File: src/rtl/autoconfig_master.sv
// Zorro II AutoConfig host: walks the $E80000 config chain, allocates bases from the Z2 RAM
// pool and configures or shuts up each board through a simple bus-cycle request interface.
module autoconfig_master #(
    parameter logic [7:0]  POOL_START = 8'h20,
    parameter logic [7:0]  POOL_END   = 8'hA0,
    parameter int unsigned MAX_BOARDS = 8,
    parameter int unsigned TIMEOUT    = 255
) (
    input  logic        CLK,
    input  logic        RST,
    input  logic        start,
    output logic        busy,
    output logic        done,
    output logic [3:0]  board_count,
    output logic        bus_req,
    output logic        bus_rw,
    output logic [5:0]  bus_off,
    output logic [3:0]  bus_wdata,
    input  logic        bus_ack,
    input  logic        bus_err,
    input  logic [3:0]  bus_rdata,
    output logic        cfg_valid,
    output logic [7:0]  cfg_base,
    output logic [2:0]  cfg_size,
    output logic [15:0] cfg_mfg,
    output logic [7:0]  cfg_prod,
    output logic        cfg_shut
);

    typedef enum logic [2:0] {
        StIdle, StRead, StAlloc, StWriteLo, StWriteHi, StShut, StReport, StFinish
    } state_e;

    state_e          state_q, state_d;
    logic            busy_q, busy_d, done_q, done_d;
    logic [3:0]      count_q, count_d, total_q, total_d;
    logic            req_q, req_d, rw_q, rw_d;
    logic [5:0]      off_q, off_d;
    logic [3:0]      wdata_q, wdata_d;
    logic [15:0]     wait_q, wait_d;
    logic [3:0]      idx_q, idx_d;
    logic [8:0][3:0] nib_q, nib_d;
    logic [7:0]      next_free_q, next_free_d, base_q, base_d;
    logic            shut_q, shut_d, abort_q, abort_d;
    logic            cfg_valid_q, cfg_valid_d, cfg_shut_q, cfg_shut_d;
    logic [7:0]      cfg_base_q, cfg_base_d, cfg_prod_q, cfg_prod_d;
    logic [2:0]      cfg_size_q, cfg_size_d;
    logic [15:0]     cfg_mfg_q, cfg_mfg_d;

    logic       timeout, bus_fail, bus_done;
    logic [2:0] size_code;
    logic [8:0] size_u, align_u, base_u, end_u;
    logic       fits, type_ok;
    logic [3:0] cnt_inc;

    // Read index 0..8 -> word offsets 0..4 then 8..11
    function automatic logic [5:0] rd_off(input logic [3:0] idx);
        return (idx < 4'd5) ? {2'b00, idx} : {2'b00, idx + 4'd3};
    endfunction

    assign timeout  = req_q && (wait_q == 16'(TIMEOUT - 1));
    assign bus_fail = req_q && (bus_err || timeout);
    assign bus_done = req_q && (bus_ack || bus_err || timeout);

    // 9-bit allocation so rounding up past $FF cannot wrap into a false fit
    always_comb begin
        size_code = nib_q[1][2:0];
        size_u    = (size_code == 3'd0) ? 9'd128 : (9'd1 << (size_code - 3'd1));
        align_u   = (size_code == 3'd0) ? 9'd32 : size_u;
        base_u    = ({1'b0, next_free_q} + align_u - 9'd1) & ~(align_u - 9'd1);
        end_u     = base_u + size_u;
        fits      = end_u <= {1'b0, POOL_END};
        type_ok   = nib_q[0][3:2] == 2'b11;
        cnt_inc   = count_q + {3'b000, ~shut_q};
    end

    always_comb begin
        state_d     = state_q;
        busy_d      = busy_q;
        done_d      = 1'b0;
        count_d     = count_q;
        total_d     = total_q;
        req_d       = req_q;
        rw_d        = rw_q;
        off_d       = off_q;
        wdata_d     = wdata_q;
        wait_d      = req_q ? wait_q + 16'd1 : wait_q;
        idx_d       = idx_q;
        nib_d       = nib_q;
        next_free_d = next_free_q;
        base_d      = base_q;
        shut_d      = shut_q;
        abort_d     = abort_q;
        cfg_valid_d = 1'b0;
        cfg_base_d  = cfg_base_q;
        cfg_size_d  = cfg_size_q;
        cfg_mfg_d   = cfg_mfg_q;
        cfg_prod_d  = cfg_prod_q;
        cfg_shut_d  = cfg_shut_q;
        if (bus_done) req_d = 1'b0;

        unique case (state_q)
            StIdle: begin
                if (start) begin
                    state_d     = StRead;
                    busy_d      = 1'b1;
                    count_d     = '0;
                    total_d     = '0;
                    idx_d       = '0;
                    abort_d     = 1'b0;
                    next_free_d = POOL_START;
                end
            end
            StRead: begin
                if (!req_q) begin
                    req_d = 1'b1; rw_d = 1'b1; off_d = rd_off(idx_q); wdata_d = '0; wait_d = '0;
                end else if (bus_fail) begin
                    state_d = StFinish;
                end else if (bus_ack) begin
                    nib_d[idx_q] = bus_rdata;
                    if (idx_q == 4'd8) state_d = StAlloc;
                    else               idx_d   = idx_q + 4'd1;
                end
            end
            StAlloc: begin
                if (type_ok && fits) begin
                    base_d      = base_u[7:0];
                    next_free_d = end_u[7:0];
                    shut_d      = 1'b0;
                    state_d     = StWriteLo;
                end else begin
                    shut_d  = 1'b1;
                    state_d = StShut;
                end
            end
            StWriteLo: begin
                if (!req_q) begin
                    req_d = 1'b1; rw_d = 1'b0; off_d = 6'h25; wdata_d = base_q[3:0]; wait_d = '0;
                end else if (bus_fail) begin
                    abort_d = 1'b1;
                    state_d = StReport;
                end else if (bus_ack) begin
                    state_d = StWriteHi;
                end
            end
            StWriteHi: begin
                if (!req_q) begin
                    req_d = 1'b1; rw_d = 1'b0; off_d = 6'h24; wdata_d = base_q[7:4]; wait_d = '0;
                end else if (bus_done) begin
                    abort_d = bus_fail;
                    state_d = StReport;
                end
            end
            StShut: begin
                if (!req_q) begin
                    req_d = 1'b1; rw_d = 1'b0; off_d = 6'h26; wdata_d = 4'h0; wait_d = '0;
                end else if (bus_done) begin
                    abort_d = bus_fail;
                    state_d = StReport;
                end
            end
            StReport: begin
                cfg_valid_d = 1'b1;
                cfg_base_d  = shut_q ? 8'h00 : base_q;
                cfg_size_d  = nib_q[1][2:0];
                cfg_mfg_d   = ~{nib_q[5], nib_q[6], nib_q[7], nib_q[8]};
                cfg_prod_d  = ~{nib_q[2], nib_q[3]};
                cfg_shut_d  = shut_q;
                count_d     = cnt_inc;
                total_d     = total_q + 4'd1;
                idx_d       = '0;
                // Shut-up boards also count toward 15 so a stuck chain cannot loop forever
                if (abort_q || cnt_inc == 4'(MAX_BOARDS) || total_q == 4'd14) state_d = StFinish;
                else                                                       state_d = StRead;
            end
            StFinish: begin
                state_d     = StIdle;
                busy_d      = 1'b0;
                done_d      = 1'b1;
                next_free_d = POOL_START;
            end
        endcase
    end

    always_ff @(posedge CLK or posedge RST) begin
        if (RST) begin
            state_q     <= StIdle;
            busy_q      <= 1'b0;
            done_q      <= 1'b0;
            count_q     <= '0;
            total_q     <= '0;
            req_q       <= 1'b0;
            rw_q        <= 1'b0;
            off_q       <= '0;
            wdata_q     <= '0;
            wait_q      <= '0;
            idx_q       <= '0;
            nib_q       <= '0;
            next_free_q <= POOL_START;
            base_q      <= '0;
            shut_q      <= 1'b0;
            abort_q     <= 1'b0;
            cfg_valid_q <= 1'b0;
            cfg_base_q  <= '0;
            cfg_size_q  <= '0;
            cfg_mfg_q   <= '0;
            cfg_prod_q  <= '0;
            cfg_shut_q  <= 1'b0;
        end else begin
            state_q     <= state_d;
            busy_q      <= busy_d;
            done_q      <= done_d;
            count_q     <= count_d;
            total_q     <= total_d;
            req_q       <= req_d;
            rw_q        <= rw_d;
            off_q       <= off_d;
            wdata_q     <= wdata_d;
            wait_q      <= wait_d;
            idx_q       <= idx_d;
            nib_q       <= nib_d;
            next_free_q <= next_free_d;
            base_q      <= base_d;
            shut_q      <= shut_d;
            abort_q     <= abort_d;
            cfg_valid_q <= cfg_valid_d;
            cfg_base_q  <= cfg_base_d;
            cfg_size_q  <= cfg_size_d;
            cfg_mfg_q   <= cfg_mfg_d;
            cfg_prod_q  <= cfg_prod_d;
            cfg_shut_q  <= cfg_shut_d;
        end
    end

    assign busy        = busy_q;
    assign done        = done_q;
    assign board_count = count_q;
    assign bus_req     = req_q;
    assign bus_rw      = rw_q;
    assign bus_off     = off_q;
    assign bus_wdata   = wdata_q;
    assign cfg_valid   = cfg_valid_q;
    assign cfg_base    = cfg_base_q;
    assign cfg_size    = cfg_size_q;
    assign cfg_mfg     = cfg_mfg_q;
    assign cfg_prod    = cfg_prod_q;
    assign cfg_shut    = cfg_shut_q;

endmodule

File: config.mk
export PLATFORM = sky130hd
export DESIGN_NAME = autoconfig_master
export DESIGN_NICKNAME = d
export VERILOG_FILES = /design/src/rtl/autoconfig_master.sv
export SDC_FILE = /design/constraint.sdc
export NUM_CORES = 1
export LEC_CHECK = 0
export BUFFER_PORTS_ARGS = -buffer_cell sky130_fd_sc_hd__buf_2
export CAP_MARGIN = 15
export CORE_ASPECT_RATIO = 1.25
export CORE_MARGIN = 2
export CORE_UTILIZATION = 50
export CTS_BUF_LIST = sky130_fd_sc_hd__clkbuf_4
export CTS_CLUSTER_DIAMETER = 30
export DETAILED_ROUTE_END_ITERATION = 8
export GPL_TIMING_DRIVEN = 0
export PLACE_DENSITY_LB_ADDON = 0.1
export SYNTH_ARGS = -nofsm -noshare
export SYNTH_HDL_FRONTEND = slang
export SYNTH_SLANG_ARGS = --single-unit
File: constraint.sdc
create_clock -name CLK -period 5.9 [get_ports CLK]
set_input_delay 0.295 -clock CLK [delete_from_list [all_inputs] [get_ports CLK]]
set_output_delay 0.295 -clock CLK [all_outputs]
set_load 0.02 [all_outputs]
==> flow_results.xml <==
<?xml version="1.0" encoding="UTF-8"?>
<metrics>
  <group name="global_routing">
    <metric name="grt_max_degree" unit="">67</metric>
    <metric name="via_count_of_the_first_global_routing_pass" unit="">5185</metric>
    <metric name="track_usage" unit="%">23.2</metric>
    <metric name="global_route_wire_length_before_repair" unit="mm">25.4</metric>
    <metric name="grt_remaining_overflow" unit="">0</metric>
    <metric name="antenna_found_initial" unit="">1</metric>
  </group>
  <group name="layout">
    <metric name="most-common-layout-cells" unit="">127 x sky130_fd_sc_hd__dfrtp_1, 90 x sky130_fd_sc_hd__nand2_1, 63 x sky130_fd_sc_hd__o21ai_0, 62 x sky130_fd_sc_hd__buf_2, 47 x sky130_fd_sc_hd__inv_1</metric>
    <metric name="fin_util" unit="%">58.4</metric>
    <metric name="fill_cells" unit="">1135</metric>
    <metric name="final_net_count" unit="">786</metric>
    <metric name="layout_cells_sized_above_1" unit="%">19.8</metric>
    <metric name="synthToLayoutAreaGrowth" unit="%">13.4</metric>
    <metric name="final_common_cell" unit="">sky130_fd_sc_hd__dfrtp_1</metric>
  </group>
  <group name="clocking">
    <metric name="clockBufferDepth" unit="">2</metric>
    <metric name="number_of_buffers_inserted_to_repair_setup_after_cts" unit="">0</metric>
    <metric name="cts.root.buffer_cell" unit="">sky130_fd_sc_hd__clkbuf_4</metric>
    <metric name="tritoncts_clock_tree" unit="">yes</metric>
    <metric name="cts-buffers-inserted" unit="">17</metric>
    <metric name="clk_pin_slew" unit="ns">0.11</metric>
    <metric name="clock_sink_count" unit="">128</metric>
    <metric name="cts_htree_levels" unit="">4</metric>
    <metric name="insertion_delay" unit="ns">0.57</metric>
  </group>
  <group name="critical_path">
    <metric name="crit_path_cell_trace" unit="">clkbuf_1 -&gt; nor2b_1 -&gt; and2_1 -&gt; inv_1 -&gt; ha_1 -&gt; inv_1 -&gt; ha_1 -&gt; inv_1 -&gt; fa_1 -&gt; nor2b_1 -&gt; nor4b_1 -&gt; ha_1 -&gt; o21ai_0 -&gt; a21oi_1 -&gt; or4_1 -&gt; o311ai_0 -&gt; a21oi_1 -&gt; nor4_4 -&gt; buf_6 -&gt; mux2i_1</metric>
    <metric name="cp_top_family" unit="">simple AND/OR/NAND/NOR gates</metric>
    <metric name="setup.worst_path.class" unit="">reg -&gt; reg</metric>
    <metric name="timing.critical_path.to_type" unit="">flip-flop</metric>
    <metric name="worstPathRequired" unit="ns">6.39</metric>
    <metric name="cp_data_arrival_time" unit="ns">6.01</metric>
    <metric name="cp.buffers_inverters" unit="">5</metric>
    <metric name="crit_path_max_incr_delay" unit="ns">0.57</metric>
    <metric name="critical_path_fanout_max" unit="">10</metric>
    <metric name="worstSetupStartpointType" unit="">flip-flop</metric>
    <metric name="worst_path_max_delay_cell" unit="">sky130_fd_sc_hd__nor4b_1</metric>
  </group>
  <group name="floorplanning">
    <metric name="design.die.area" unit="µm²">14000</metric>
    <metric name="die_h" unit="µm">132</metric>
    <metric name="design.core.area" unit="µm²">12700</metric>
    <metric name="fp.dieW" unit="µm">106</metric>
    <metric name="initial_utilization" unit="%">51.5</metric>
    <metric name="fp-row-count" unit="">46</metric>
    <metric name="num_io_pins" unit="">64</metric>
  </group>
  <group name="timing">
    <metric name="setup_violations" unit="">0</metric>
    <metric name="setup_tns_final" unit="ns">0</metric>
    <metric name="post-route-period-util" unit="%">93.6</metric>
    <metric name="highest_clock_rate" unit="MHz">181</metric>
    <metric name="slew_viol_final" unit="">0</metric>
    <metric name="final_worst_path_period_need" unit="ns">5.52</metric>
    <metric name="report.final.hold_viol_count" unit="">0</metric>
    <metric name="worst_pin_slew" unit="ns">0.833</metric>
    <metric name="slew_headroom" unit="%">44.0</metric>
    <metric name="hold_slack" unit="ns">0.0399</metric>
    <metric name="grt_setup_unrepaired" unit="">no</metric>
    <metric name="fin_skew" unit="ns">0.0188</metric>
  </group>
  <group name="logic_synthesis">
    <metric name="yosysWarnings" unit="">0</metric>
    <metric name="synth-seq-cells" unit="">128</metric>
    <metric name="synth_area_leaders" unit="">sky130_fd_sc_hd__dfrtp_1 49%, sky130_fd_sc_hd__ha_1 6.7%, sky130_fd_sc_hd__mux2_2 6.4%</metric>
    <metric name="post-synth-top-area-cell" unit="">sky130_fd_sc_hd__dfrtp_1</metric>
    <metric name="dominantRegCellSynth" unit="">sky130_fd_sc_hd__dfrtp_1</metric>
    <metric name="post_synth_edffs" unit="">0</metric>
    <metric name="mappedNetlistArea" unit="µm²">6550</metric>
    <metric name="postSynth.asyncResetShare" unit="%">100</metric>
    <metric name="ys_types" unit="">57</metric>
    <metric name="synthesis.area_per_instance" unit="µm²">9.97</metric>
    <metric name="yosysTopAreaCellShare" unit="%">48.5</metric>
    <metric name="synthCells" unit="">657</metric>
    <metric name="total_nets_after_synthesis" unit="">703</metric>
    <metric name="synth.yosys.seq_area_share" unit="%">48.9</metric>
  </group>
  <group name="placement">
    <metric name="dp.final_hpwl" unit="mm">11.4</metric>
    <metric name="gpl.final_weighted_congestion" unit="">0.816</metric>
    <metric name="port_buffers" unit="">62</metric>
  </group>
  <group name="route">
    <metric name="drc" unit="">0</metric>
    <metric name="route.vias.total" unit="">5031</metric>
    <metric name="route.final.wire_length" unit="mm">15.2</metric>
    <metric name="drt_pre_antenna_iters" unit="">5</metric>
    <metric name="postRouteAntennaNets" unit="">0</metric>
    <metric name="wl_per_cell" unit="µm">16.5</metric>
    <metric name="via_per_inst" unit="">5.46</metric>
    <metric name="drt_first_iter_violations" unit="">230</metric>
  </group>
  <group name="power">
    <metric name="vdd_drop_max" unit="mV">0.258</metric>
    <metric name="p_leak" unit="nW">3.68</metric>
    <metric name="power_per_cell_area" unit="nW/µm²">461</metric>
  </group>
  <group name="job">
    <metric name="cap_viol_max_count" unit="">0</metric>
  </group>
  <group name="outcome">
    <metric name="run_status" unit="">completed</metric>
  </group>
  <group name="min_path">
    <metric name="hold_class" unit="">in -&gt; reg</metric>
  </group>
</metrics>
metal layers:
metal / up-vias / wire (µm) / track usage (%)
met5: - / 0 / 0
met4: 0 / 331 / 8.04
met3: 26 / 573 / 5.19
met2: 101 / 7840 / 40.0
met1: 2479 / 6470 / 28.5
li1: 2425 / - / -
path summary, 6_finish.rpt:
path / from / end / slack (ns) / cells past startpoint
setup / recovery: nib_q[5] / next_free_q[7] / 0.38 / 20
hold / removal: bus_ack / bus_req / 0.04 / 2
setup reg to reg: nib_q[5] / next_free_q[7] / 0.38 / 20
hold reg to reg: nib_q[20] / cfg_mfg[12] / 0.47 / 1
max in group asynchronous: RST / next_free_q[5] / 4.78 / 4
min in group asynchronous: RST / cfg_prod[1] / 0.33 / 3
final cells by class:
type / count / area [µm²] / area share, %
sequential: 128 / 3200 / 43.1
inverter: 49 / 189 / 2.54
tap: 168 / 210 / 2.83
clock inverter: 14 / 179 / 2.41
buffer: 24 / 101 / 1.36
clock buffer: 18 / 135 / 1.82
timing repair buffer: 64 / 348 / 4.68
multi-input combinational: 456 / 3060 / 41.2
antenna: 1 / 2.50 / 0.0337
synthesized netlist by cell type, drive strengths merged, types with 9 or more instances:
library cell,instances
a21oi,19
and2,12
clkbuf,21
dfrtp,127
ha,35
inv,48
mux2,37
nand2,90
nand3,16
nor2,39
nor2b,9
nor3,10
o21ai,63
xnor2,12
xor2,18
report_power, final:
group,internal [W],total (W),switching [W]
logic,0.000561,0.00155,0.000992
clock network,0.000305,0.000661,0.000356
registers,0.00108,0.00121,0.000131
registers in the layout, indices dropped and copies added, names as in the netlist, 3 cells and up:
name         flops
bus_wdata        4
state_q          3
next_free_q      8
bus_off          5
total_q          4
cfg_size         3
base_q           8
idx_q            4
nib_q           29
cfg_mfg         16
cfg_prod         8
wait_q          16
board_count      4
cfg_base         8
timing repair:
action | 4_1_cts | 5_1_grt
gates resized for setup | 0 | 0
hold endpoints to repair | 62 | 0
endpoints found under the setup margin | 0 | 6
hold buffers | 1 | 0
cell families after synthesis:
kind of cell	synth area share (%)
buffers and inverters	4.36
muxes	7.59
xor gates and xnor gates	4.01
DFF	48.9
AOI/OAI and AO/OA	12.3
other	0.115
and+or+nand+nor	15.3
adders and majority gates	7.30
per-stage QoR:
step	worst slack (ns)	area, µm²	std cells	total power (W)
2_1_floorplan	1.37	6550	657	0.00232
3_3_place_gp	0.530	7070	887	0.00274
3_5_place_dp	0.413	7100	888	0.00279
4_1_cts	0.372	7420	921	0.00345
5_1_grt	0.00482	7430	922	0.00369
6_report	0.375	7430	922	0.00342
No activity file was read; power rests on OpenSTA's default activity.
